### src/rtl/demux_1x2.sv
// 1-to-2 demultiplexer with an optional registered output stage and
// per-channel saturating transfer counters for debug visibility.
module demux_1x2 #(
    parameter int WIDTH      = 1,
    parameter int REGISTERED = 0,
    parameter int CNT_W      = 8
) (
    input  logic             clk,
    input  logic             rst_n,
    input  logic [WIDTH-1:0] in,
    input  logic             sel,
    input  logic             in_valid,
    output logic [WIDTH-1:0] y0,
    output logic [WIDTH-1:0] y1,
    output logic             y0_valid,
    output logic             y1_valid,
    output logic [CNT_W-1:0] cnt0,
    output logic [CNT_W-1:0] cnt1
);

    localparam logic [CNT_W-1:0] CNT_MAX = '1;

    logic [WIDTH-1:0] w_y0;
    logic [WIDTH-1:0] w_y1;
    logic             w_y0_valid;
    logic             w_y1_valid;

    logic [CNT_W-1:0] r_cnt0;
    logic [CNT_W-1:0] r_cnt1;

    // NOTE: every output gets a default before the branch, so no path leaves a
    // value unassigned and no latch is inferred.
    always_comb begin
        w_y0       = '0;
        w_y1       = '0;
        w_y0_valid = in_valid & ~sel;
        w_y1_valid = in_valid & sel;
        if (sel) begin
            w_y1 = in;
        end else begin
            w_y0 = in;
        end
    end

    generate
        if (REGISTERED != 0) begin : g_registered
            logic [WIDTH-1:0] r_y0;
            logic [WIDTH-1:0] r_y1;
            logic             r_y0_valid;
            logic             r_y1_valid;

            // NOTE: state is updated with non-blocking assignments and cleared
            // by the asynchronous reset branch, independent of the clock.
            always_ff @(posedge clk or negedge rst_n) begin
                if (!rst_n) begin
                    r_y0       <= '0;
                    r_y1       <= '0;
                    r_y0_valid <= 1'b0;
                    r_y1_valid <= 1'b0;
                end else begin
                    r_y0       <= w_y0;
                    r_y1       <= w_y1;
                    r_y0_valid <= w_y0_valid;
                    r_y1_valid <= w_y1_valid;
                end
            end

            assign y0       = r_y0;
            assign y1       = r_y1;
            assign y0_valid = r_y0_valid;
            assign y1_valid = r_y1_valid;
        end else begin : g_combinational
            assign y0       = w_y0;
            assign y1       = w_y1;
            assign y0_valid = w_y0_valid;
            assign y1_valid = w_y1_valid;
        end
    endgenerate

    // Counters stop at all-ones so a long debug run never reports a small wrapped value.
    always_ff @(posedge clk or negedge rst_n) begin
        if (!rst_n) begin
            r_cnt0 <= '0;
            r_cnt1 <= '0;
        end else if (in_valid) begin
            if (sel) begin
                if (r_cnt1 != CNT_MAX) r_cnt1 <= r_cnt1 + 1'b1;
            end else begin
                if (r_cnt0 != CNT_MAX) r_cnt0 <= r_cnt0 + 1'b1;
            end
        end
    end

    assign cnt0 = r_cnt0;
    assign cnt1 = r_cnt1;

endmodule

### config.mk
export PLATFORM = sky130hd
export DESIGN_NAME = demux_1x2
export DESIGN_NICKNAME = d
export VERILOG_FILES = /design/src/rtl/demux_1x2.sv
export SDC_FILE = /design/constraint.sdc
export NUM_CORES = 1
export LEC_CHECK = 0
export CAP_MARGIN = 10
export CORE_MARGIN = 4
export CORE_UTILIZATION = 37
export DETAILED_ROUTE_END_ITERATION = 6
export PLACE_DENSITY = 0.76
export SYNTH_ARGS = -nofsm -noshare
export SYNTH_HDL_FRONTEND = slang
export SYNTH_SLANG_ARGS = --single-unit
### constraint.sdc
create_clock -name clk -period 2.1 [get_ports clk]
set_input_delay 0.525 -clock clk [delete_from_list [all_inputs] [get_ports clk]]
set_output_delay 0.525 -clock clk [all_outputs]
set_load 0.01 [all_outputs]
## Word-level counts from Yosys, hierarchy flattened

Cells that the tools add are included.

| operators by class | value |
|---|---|
| add/sub/neg operators | 2 |
| eq/ne operators | 2 |
| mux-type cells | 2 |
| bitwise logic cells | 3 |
| reduce and logical (&&, ||, !) cells | 2 |

Operators with widths:

| operator | number |
|---|---|
| $add A8 B1 Y8 const B | 2 |
| $ne A8 B8 Y1 const B | 2 |
| $reduce_and A3 Y1 | 2 |
| $and A1 B1 Y1 | 2 |
| $mux W1 | 2 |
| $not A1 Y1 | 1 |

| storage, ports and cells | value |
|---|---|
| bits in registers | 16 |
| bits of input ports | 5 |
| output and inout bits | 20 |

## Logic depth before layout (Yosys ltp)

Gate-level depths: netlist (run 1).

| logic depth | value |
|---|---|
| depth after elaboration | 2 |
| gate-level depth with buffers | 5 |
| gate-level depth less buffers | 5 |

## Worst setup path after synthesis (run 1)

Ideal clock, no wire load.

| timing | value |
|---|---|
| path type | reg2reg |
| from | register r_cnt0[0] (netlist: cnt0[0]) |
| to | register r_cnt0[5] (netlist: cnt0[5]) |
| setup time | 0.127 ns |
| arrival time | 1.494 ns |
| required time | 1.973 ns |
| setup slack | 0.479 ns |
| cell stages (with the launch flop) | 6 |
| cell sequence | dfrtp_1 > ha_1 > and3_4 > a2111oi_4 > nand3_1 > xnor2_1 |

| between the ends | value |
|---|---|
| word-level cells in the longest chain between the ends | 2 |
| elaborated cells on any way between the ends | 3 |
| classes of those cells | 1 x add/sub; 1 x eq/ne; 1 x reduce/logical |

RTL lines:

| item | line | text |
|---|---|---|
| start: declaration | 28 | `logic [CNT_W-1:0] r_cnt0;` |
| start signal: assignment | 89 | `if (r_cnt0 != CNT_MAX) r_cnt0 <= r_cnt0 + 1'b1;` |
| parallel branches: the longest is 2 deep, another holds $add A8 B1 Y8 | n/a |  |

Several ways; the timed one is not identified.
A chain may end at the register's enable or synchronous reset.

## Final worst setup path (run 1)

| timing | value |
|---|---|
| from | input in_valid |
| to | output y0_valid |

| between the ends | value |
|---|---|
| word-level cells in the longest chain between the ends | 1 |

RTL lines:

| item | line | text |
|---|---|---|
| start: declaration | 12 | `input logic in_valid,` |
| $and A1 B1 Y1 | 36 | `w_y0_valid = in_valid & ~sel;` |
| end: declaration | 15 | `output logic y0_valid,` |

No other way between the ends.

==> run summary, run 1 <==
The floorplan step defined a die boundary enclosing 0.00293 mm². Along the worst path, the maximum fanout reaches 2. TritonCTS built the clock tree.

The commonest cells after synthesis are sky130_fd_sc_hd__dfrtp_1, sky130_fd_sc_hd__nand2_1, sky130_fd_sc_hd__nand3_1, sky130_fd_sc_hd__xnor2_1, sky130_fd_sc_hd__xor2_1. Count of flip-flops with a built-in enable after synthesis: 0. Measured along the y axis, the die boundary spans 54.1 µm. The run gives 16 as the number of clock sinks. The logs give 0.780 for the tightest slew margin relative to the limit and 0 for the final count of pins violating max slew. The final critical-path setup slack is 95.8 ps, and the synthesized area per cell is 11.2 µm².

Across the VDD grid, the largest voltage drop is 0.819 mV. By area the synthesized netlist is led by sky130_fd_sc_hd__dfrtp_1, sky130_fd_sc_hd__xnor2_1, sky130_fd_sc_hd__xor2_1, sky130_fd_sc_hd__nand3_1, sky130_fd_sc_hd__mux2_2. The worst path needs 2000 ps of the cycle, external delays included.

The pre-antenna-repair detailed-routing pass consisted of 2 iterations. The final route contains 617 vias. The proportion of power drawn by flip-flops and latches is 0.448, and the average wire per cell in the routed design is 12.7 µm. The number of antenna diodes in the final layout is 0. The final clock skew came out at 0.550 ps.

The library cell with the highest instance count after synthesis was sky130_fd_sc_hd__dfrtp_1. The flow ran to the end, and the final reports show no timing, DRC or antenna violations. The power dissipated by switching net loads was 0.000438 W; the boundary pin count was 25. After legalization and detailed placement, the total HPWL measured 1240 µm. CTS placed an instance of sky130_fd_sc_hd__clkbuf_4 at the clock tree root. The die is 54.1 µm wide. For this run, design rule violations remaining after detail routing come to 0.

Top-area cell type share of the netlist area: 0.509. The run gives 0.160 as the share of power burned in the clock network. The tools report the summed area of non-filler cells in the final layout as 0.00113 mm². STA classifies the critical path endpoint as an output pin.

The logs give 764 µm for the length of routed wiring on met1 and 0 for the max-capacitance violation count. Type of the worst setup path: in -> out. The synthesized design spends more area on one cell type than any other, namely sky130_fd_sc_hd__dfrtp_1. The upper clock frequency limit was 499 MHz; the number of input and output port buffers inserted was 24. Entering global routing, the biggest net connects 17 pins. The slew of the pin with the lowest slew margin works out to 330 ps.

Once detail routing completed, the nets flagged for antenna violations numbered 0. For this design the static power due to leakage is 0.500 nW. The clock-pin slew reported for the worst setup and hold paths after clock tree synthesis works out to 90 ps. When the netlist entered floorplanning its net count stood at 77. The number of placed instances, taps included, is 126. The via count of the first global-routing pass was 607; the internal power summed over all cells was 0.000819 W. The tools report the logic gate share of total power as 0.392. The cell area after synthesis is 787 µm². The via density per instance was 4.75. The part of the cycle the worst path needs is 0.954. The highest layer touched by signal routing is met3. Total power for the finished layout comes to 0.00126 W.

The share of post-route cells with drive strength above 1 is 0.165, and the proportion of total power due to net switching is 0.348. The detailed router's first-iteration violation count is 5. Routability-driven placement finished with a final weighted congestion of 0.770. The fraction of the yosys area taken by sequential cells was 0.509. Synthesis produced a netlist whose cell count is 70.

The core region is 0.00198 mm². The hold violation count in the final report came out at 0. First-pass GRT wire length: 2600 µm.

At the later pin of the worst-skew pair, clock insertion delay measures 280 ps. STA puts the critical path data arrival time at 1480 ps. Initial antenna violation count: 0. For the all-layer global routing usage, the log shows 0.125. Summing all placed instances gives a cell area of 0.00110 mm².

For the count of H-tree levels built during CTS, the log shows 1. Wire segments on met3 add up to 104 µm in the final route. Once the clock tree was built, the setup fixing pass inserted 0 buffers.

From synthesis to final layout, the design area changed by 43.4%. After floorplanning, the core was divided into 16 placement rows. The logs give 0 for the total of endpoints with negative setup slack in the final report and -210 ps for the setup slack after placement.

The most used flip-flop cell after synthesis is sky130_fd_sc_hd__dfrtp_1. Setup repair after global routing left no endpoint under its margin. After the flow finishes, the layout carries non-filler instances totaling 130. The clock passes through at most 2 buffers.

The layout has 176 filler cells. The async set-or-reset flop fraction in the synthesized netlist is 1.00, and the wire length on met2 is 777 µm. Power spread over the standard cell area amounts to 1110 mW/mm². Global routing finished with a remaining overflow of 0. For the worst setup path, the data required time is 1570 ps. Total CTS buffers: 3.

The net count of the finished layout is 111. The final layout contains routed wiring with a total length of 1650 µm. The utilization after layout was 0.569; the number of storage elements in the synthesis netlist was 16.

The run gives 23 as the number of distinct standard cells referenced by the synthesized netlist. The worst setup path is launched from an input port. Count of warnings emitted by yosys: 0.

The min-delay analysis places its worst path in the category reg -> reg. For the initial core utilization, the log shows 0.397.
==> logic make-up after synthesis <==
kind of cell,after synthesis,share of synthesized area
DFF,16,0.509
muxes,3,0.0429
adders and majority gates,2,0.0318
and+or+nand+nor,32,0.219
buffers and inverters,1,0.00476
AOI/OAI and AO/OA,5,0.0700
xor gates and xnor gates,11,0.122
==> sequential cells by signal, summed over array words and instances (netlist names) <==
| name | count |
|---|---|
| cnt0 | 8 |
| cnt1 | 8 |
==> stage by stage <==
stage               hold slack (ps)  setup TNS [ps]
floorplan                       229               0
global placement                504            -616
detailed placement              505            -645
CTS                             518               0
global route                    546               0
finish                          511               0
==> final timing paths <==
path | to | startpoint | slack [ps] | depth (start not counted)
min reg2reg | cnt0[7] | cnt0[7] | 510 | 1
min | cnt0[7] | cnt0[7] | 510 | 1
min in group asynchronous | cnt0[2] | rst_n | 550 | 2
max reg2reg | cnt0[5] | cnt0[0] | 420 | 5
max in group asynchronous | cnt0[7] | rst_n | 1370 | 2
max | y0_valid | in_valid | 100 | 4
==> worst max-delay path, stage by stage <==
cell	delay (ps)
sky130_fd_sc_hd__clkdlybuf4s50_1	480
sky130_fd_sc_hd__inv_1	60
sky130_fd_sc_hd__nor2_1	130
sky130_fd_sc_hd__dlygate4sd2_1	290
==> layout by cell type (no fill, tap or decap) <==
cell type | Yosys | final
sky130_fd_sc_hd__clkbuf_4 | 0 | 3
sky130_fd_sc_hd__dfrtp_1 | 16 | 16
sky130_fd_sc_hd__mux2_2 | 3 | 3
sky130_fd_sc_hd__xnor2_1 | 6 | 6
sky130_fd_sc_hd__xor2_1 | 5 | 5
sky130_fd_sc_hd__clkbuf_8 | 0 | 1
sky130_fd_sc_hd__nand3_1 | 7 | 7
sky130_fd_sc_hd__and2_2 | 1 | 1
sky130_fd_sc_hd__o21ai_2 | 1 | 1
sky130_fd_sc_hd__nor2_1 | 4 | 4
sky130_fd_sc_hd__nand2_1 | 7 | 7
sky130_fd_sc_hd__a2111oi_4 | 1 | 1
sky130_fd_sc_hd__o21a_1 | 1 | 1
sky130_fd_sc_hd__nor2b_1 | 2 | 2
sky130_fd_sc_hd__ha_1 | 2 | 2
sky130_fd_sc_hd__and4_4 | 1 | 1
sky130_fd_sc_hd__buf_4 | 0 | 5
sky130_fd_sc_hd__a31oi_1 | 1 | 1
sky130_fd_sc_hd__clkdlybuf4s50_1 | 0 | 19
sky130_fd_sc_hd__nor3_1 | 2 | 2
sky130_fd_sc_hd__nand4_1 | 3 | 3
sky130_fd_sc_hd__a21oi_1 | 1 | 1
sky130_fd_sc_hd__dlygate4sd2_1 | 0 | 5
sky130_fd_sc_hd__nand2b_1 | 2 | 2
sky130_fd_sc_hd__inv_1 | 1 | 1
sky130_fd_sc_hd__and3_1 | 1 | 1
sky130_fd_sc_hd__and3_4 | 1 | 1
sky130_fd_sc_hd__and2_1 | 1 | 1
==> cell type report <==
| class | instances | area (µm²) | share of cell area |
|---|---|---|---|
| Sequential cell | 16 | 400 | 0.355 |
| Multi-Input combinational cell | 53 | 383 | 0.339 |
| Timing Repair Buffer | 29 | 272 | 0.241 |
| Clock buffer | 4 | 36.3 | 0.0322 |
| Tap cell | 27 | 33.8 | 0.0299 |
| Inverter | 1 | 3.75 | 0.00333 |
==> per-layer routing <==
layer	track usage	vias up
met3	0.0249	0
met4	0.0622	0
met2	0.215	20
li1	-	309
met1	0.146	288
met5	0	-
==> power by group through the flow <==
stage	Combinational [W]	Sequential, W	Clock (W)
2_1_floorplan	0.000174	0.000593	0
3_3_place_gp	0.000488	0.000560	0
3_5_place_dp	0.000501	0.000568	0
4_1_cts	0.000501	0.000564	0.000210
5_1_grt	0.000535	0.000588	0.000223
6_report	0.000493	0.000563	0.000200
==> repair_timing <==
item | in CTS | in global routing
hold buffers | 0 | 0
endpoints found under the setup margin | 4 | 0
hold endpoints to repair | 0 | 0
resized for setup | 5 | 0
Power figures use the tool's default switching activity.
==> inputs of run 2 (changes only) <==
Settings changed: CORE_UTILIZATION 37 to 30, PLACE_DENSITY 0.76 to 0.66.
==> run summary, run 2 (synthesis results as in run 1) <==
On the worst path, the slowest cell contributes a delay of 470 ps. The tools report the row count as 18. The clock-pin slew reported for the worst setup and hold paths after clock tree synthesis was 90 ps; the share of post-route cells with drive strength above 1 was 0.175. The tools report the total CTS buffers as 3.

The slew of the pin with the lowest slew margin came out at 331 ps. TritonCTS built the clock tree. The first-pass GRT wire length is 2710 µm, and the via count of the first global-routing pass is 613. For the final clock skew, the log shows 1.60 ps.

The worst hold path class is reg -> reg. On the final layout, the worst hold slack is 521 ps. The hold violation count in the final report was 0; the all-layer global routing usage was 0.104.

Data on the critical path is required at its endpoint by 1570 ps. After detailed routing, the number of vias per cell comes to 4.82. Final period demand of the worst path: 2000 ps.

The die is 59.2 µm tall. Once detailed placement completed, the half-perimeter wirelength came to 1270 µm. The residual antenna-violating net count after detailed routing came out at 0. Walking the worst path, the cells encountered are clkdlybuf4s50_1 > inv_1 > nor2_2 > dlygate4sd2_1.

The internal reg-to-reg setup slack is 430 ps, and the depth of the worst hold-timing path is 1. The total area inside the core boundary comes to 0.00250 mm². The launch point of the worst hold path was cnt0[7]. For hold timing, the worst endpoint is cnt0[7].

The worst register-to-register path has a depth of 5. The initial antenna violation count was 0; the critical path arrival was 1470 ps. The maximum fanout along the worst path is 2.

For this run the aggregate overflow at the end of global routing stands at 0. The upper clock frequency limit was 501 MHz; the buffers plus inverters on the worst setup path was 3. The net count reported at finish is 111, and the tightest slew margin relative to the limit is 0.779. Leaving out fill and tap cells, the most frequent cells in the layout are sky130_fd_sc_hd__clkdlybuf4s50_1, sky130_fd_sc_hd__dfrtp_1, sky130_fd_sc_hd__nand3_1, sky130_fd_sc_hd__nand2_1, sky130_fd_sc_hd__xnor2_1.

The run gives 0 as the DRC violation count after routing. The routed wire length was 1630 µm. The number of input and output port buffers inserted is 24.

The initial core utilization is 0.315. For the maximum ir drop on the vdd rail, the log shows 0.647 mV. The final count of pins violating max slew came out at 0. Counting the fill cells in the layout gives 240. The worst register-to-register path begins at cnt0[0].

After routing the design area is 0.00113 mm². The average wire per cell in the routed design works out to 12.3 µm. The library cell used most frequently in the layout, excluding fill and tap cells, is sky130_fd_sc_hd__clkdlybuf4s50_1. The run gives 0.500 nW as the cell leakage power. The tools report the kind of capture point of the worst setup path as an output pin. For the worst-skew pair, the clock arrives at the later sink with an insertion delay of 280 ps.

The run gives 2 as the maximum count of clock buffers along a single path. The flow ran to the end, and the final reports show no timing, DRC or antenna violations. The count of H-tree levels built during CTS is 1. Overall power consumption after layout is estimated at 0.00126 W. The part of the cycle the worst path needs was 0.950; the total of endpoints with negative setup slack in the final report was 0. For this design, the slowest cell found on the critical path is sky130_fd_sc_hd__clkdlybuf4s50_1.

Hold repair after CTS inserted 0 buffers. The die outline width was 59.2 µm. The run gives 641 as the count of vias placed by the detailed router. Reg-to-reg endpoint: cnt0[5].

Power spread over the standard cell area amounts to 1110 mW/mm². The run gives 0.454 as the utilization after layout. Buffer cell driving the clock tree root: sky130_fd_sc_hd__clkbuf_4. The final critical-path setup slack came out at 104 ps. The max-capacitance violation count is 0, and the number of diodes added for antenna fixing is 0. Pin placement for this block handled 25 I/O pins. The top cell family by delay on the critical path is buffers and inverters. The pin count of the biggest net entering global routing was 17. The placer congestion estimate is 0.770.

The setup slack after placement is -236 ps. The worst setup path is launched from an input port. For this block, the initial DRC count from the detailed router was 7. Area enclosed by the die boundary: 0.00351 mm².

Setup repair after global routing left no endpoint under its margin. The pre-antenna-repair detailed-routing pass consisted of 2 iterations. The tools report the instance area at placement as 0.00110 mm². The area added between synthesis and finish came out at 44.2%. The setup path with the least slack is of type in -> out. The clock net in this run drives a total of 16 sinks.
## run 2: metal layers
metal  vias up  routed length, µm  global-route usage
met4         0                  9              0.0485
li1        314                  -                   -
met5         -                  0                   0
met1       303                784               0.143
met2        22                696               0.142
met3         2                142              0.0414
## run 2: layout make-up
cell class                 instances  area (µm²)  area share
clock buffer                       4        36.3      0.0320
inverter                           1        3.75     0.00331
multi-input combinational         53         385       0.340
sequential                        16         400       0.353
tap                               30        37.5      0.0331
timing repair buffer              29         272       0.239
## run 2: repair_timing
item	in CTS	in global routing
buffers inserted	0	0
setup endpoints to repair	4	1
gates resized for setup	5	1
pin swaps	0	0
## run 2: how the worst max path moves through the flow
stage | end | startpoint | depth (start not counted) | slack (ps)
floorplan | cnt0[5] | cnt0[0] | 5 | 480
global placement | y0_valid | in_valid | 4 | -230
detailed placement | y0_valid | in_valid | 4 | -240
CTS | y0_valid | in_valid | 4 | 50
global route | y0_valid | in_valid | 4 | 50
finish | y0_valid | in_valid | 4 | 100
## run 2: per-stage QoR
| step | setup TNS, ps | std cells |
|---|---|---|
| global placement | -658 | 129 |
| finish | 0 | 133 |
| detailed placement | -692 | 129 |
| global route | 0 | 133 |
| floorplan | 0 | 70 |
| CTS | 0 | 133 |
## run 2: worst reg2reg max path: cells and delay by family (launching register included)
family	cells	cell delay, ps
DFF	1	430
AOI/OAI and AO/OA	1	410
and+or+nand+nor	2	350
adders and majority gates	1	230
xor gates and xnor gates	1	140
## run 2: power by group
group	internal (W)	leakage (nW)	switching [W]	total (W)
combinational	0.000299	0.274	0.000195	0.000494
clock	0.000105	0.0210	0.0000927	0.000198
sequential	0.000416	0.205	0.000148	0.000563
total	0.000820	0.500	0.000435	0.00126
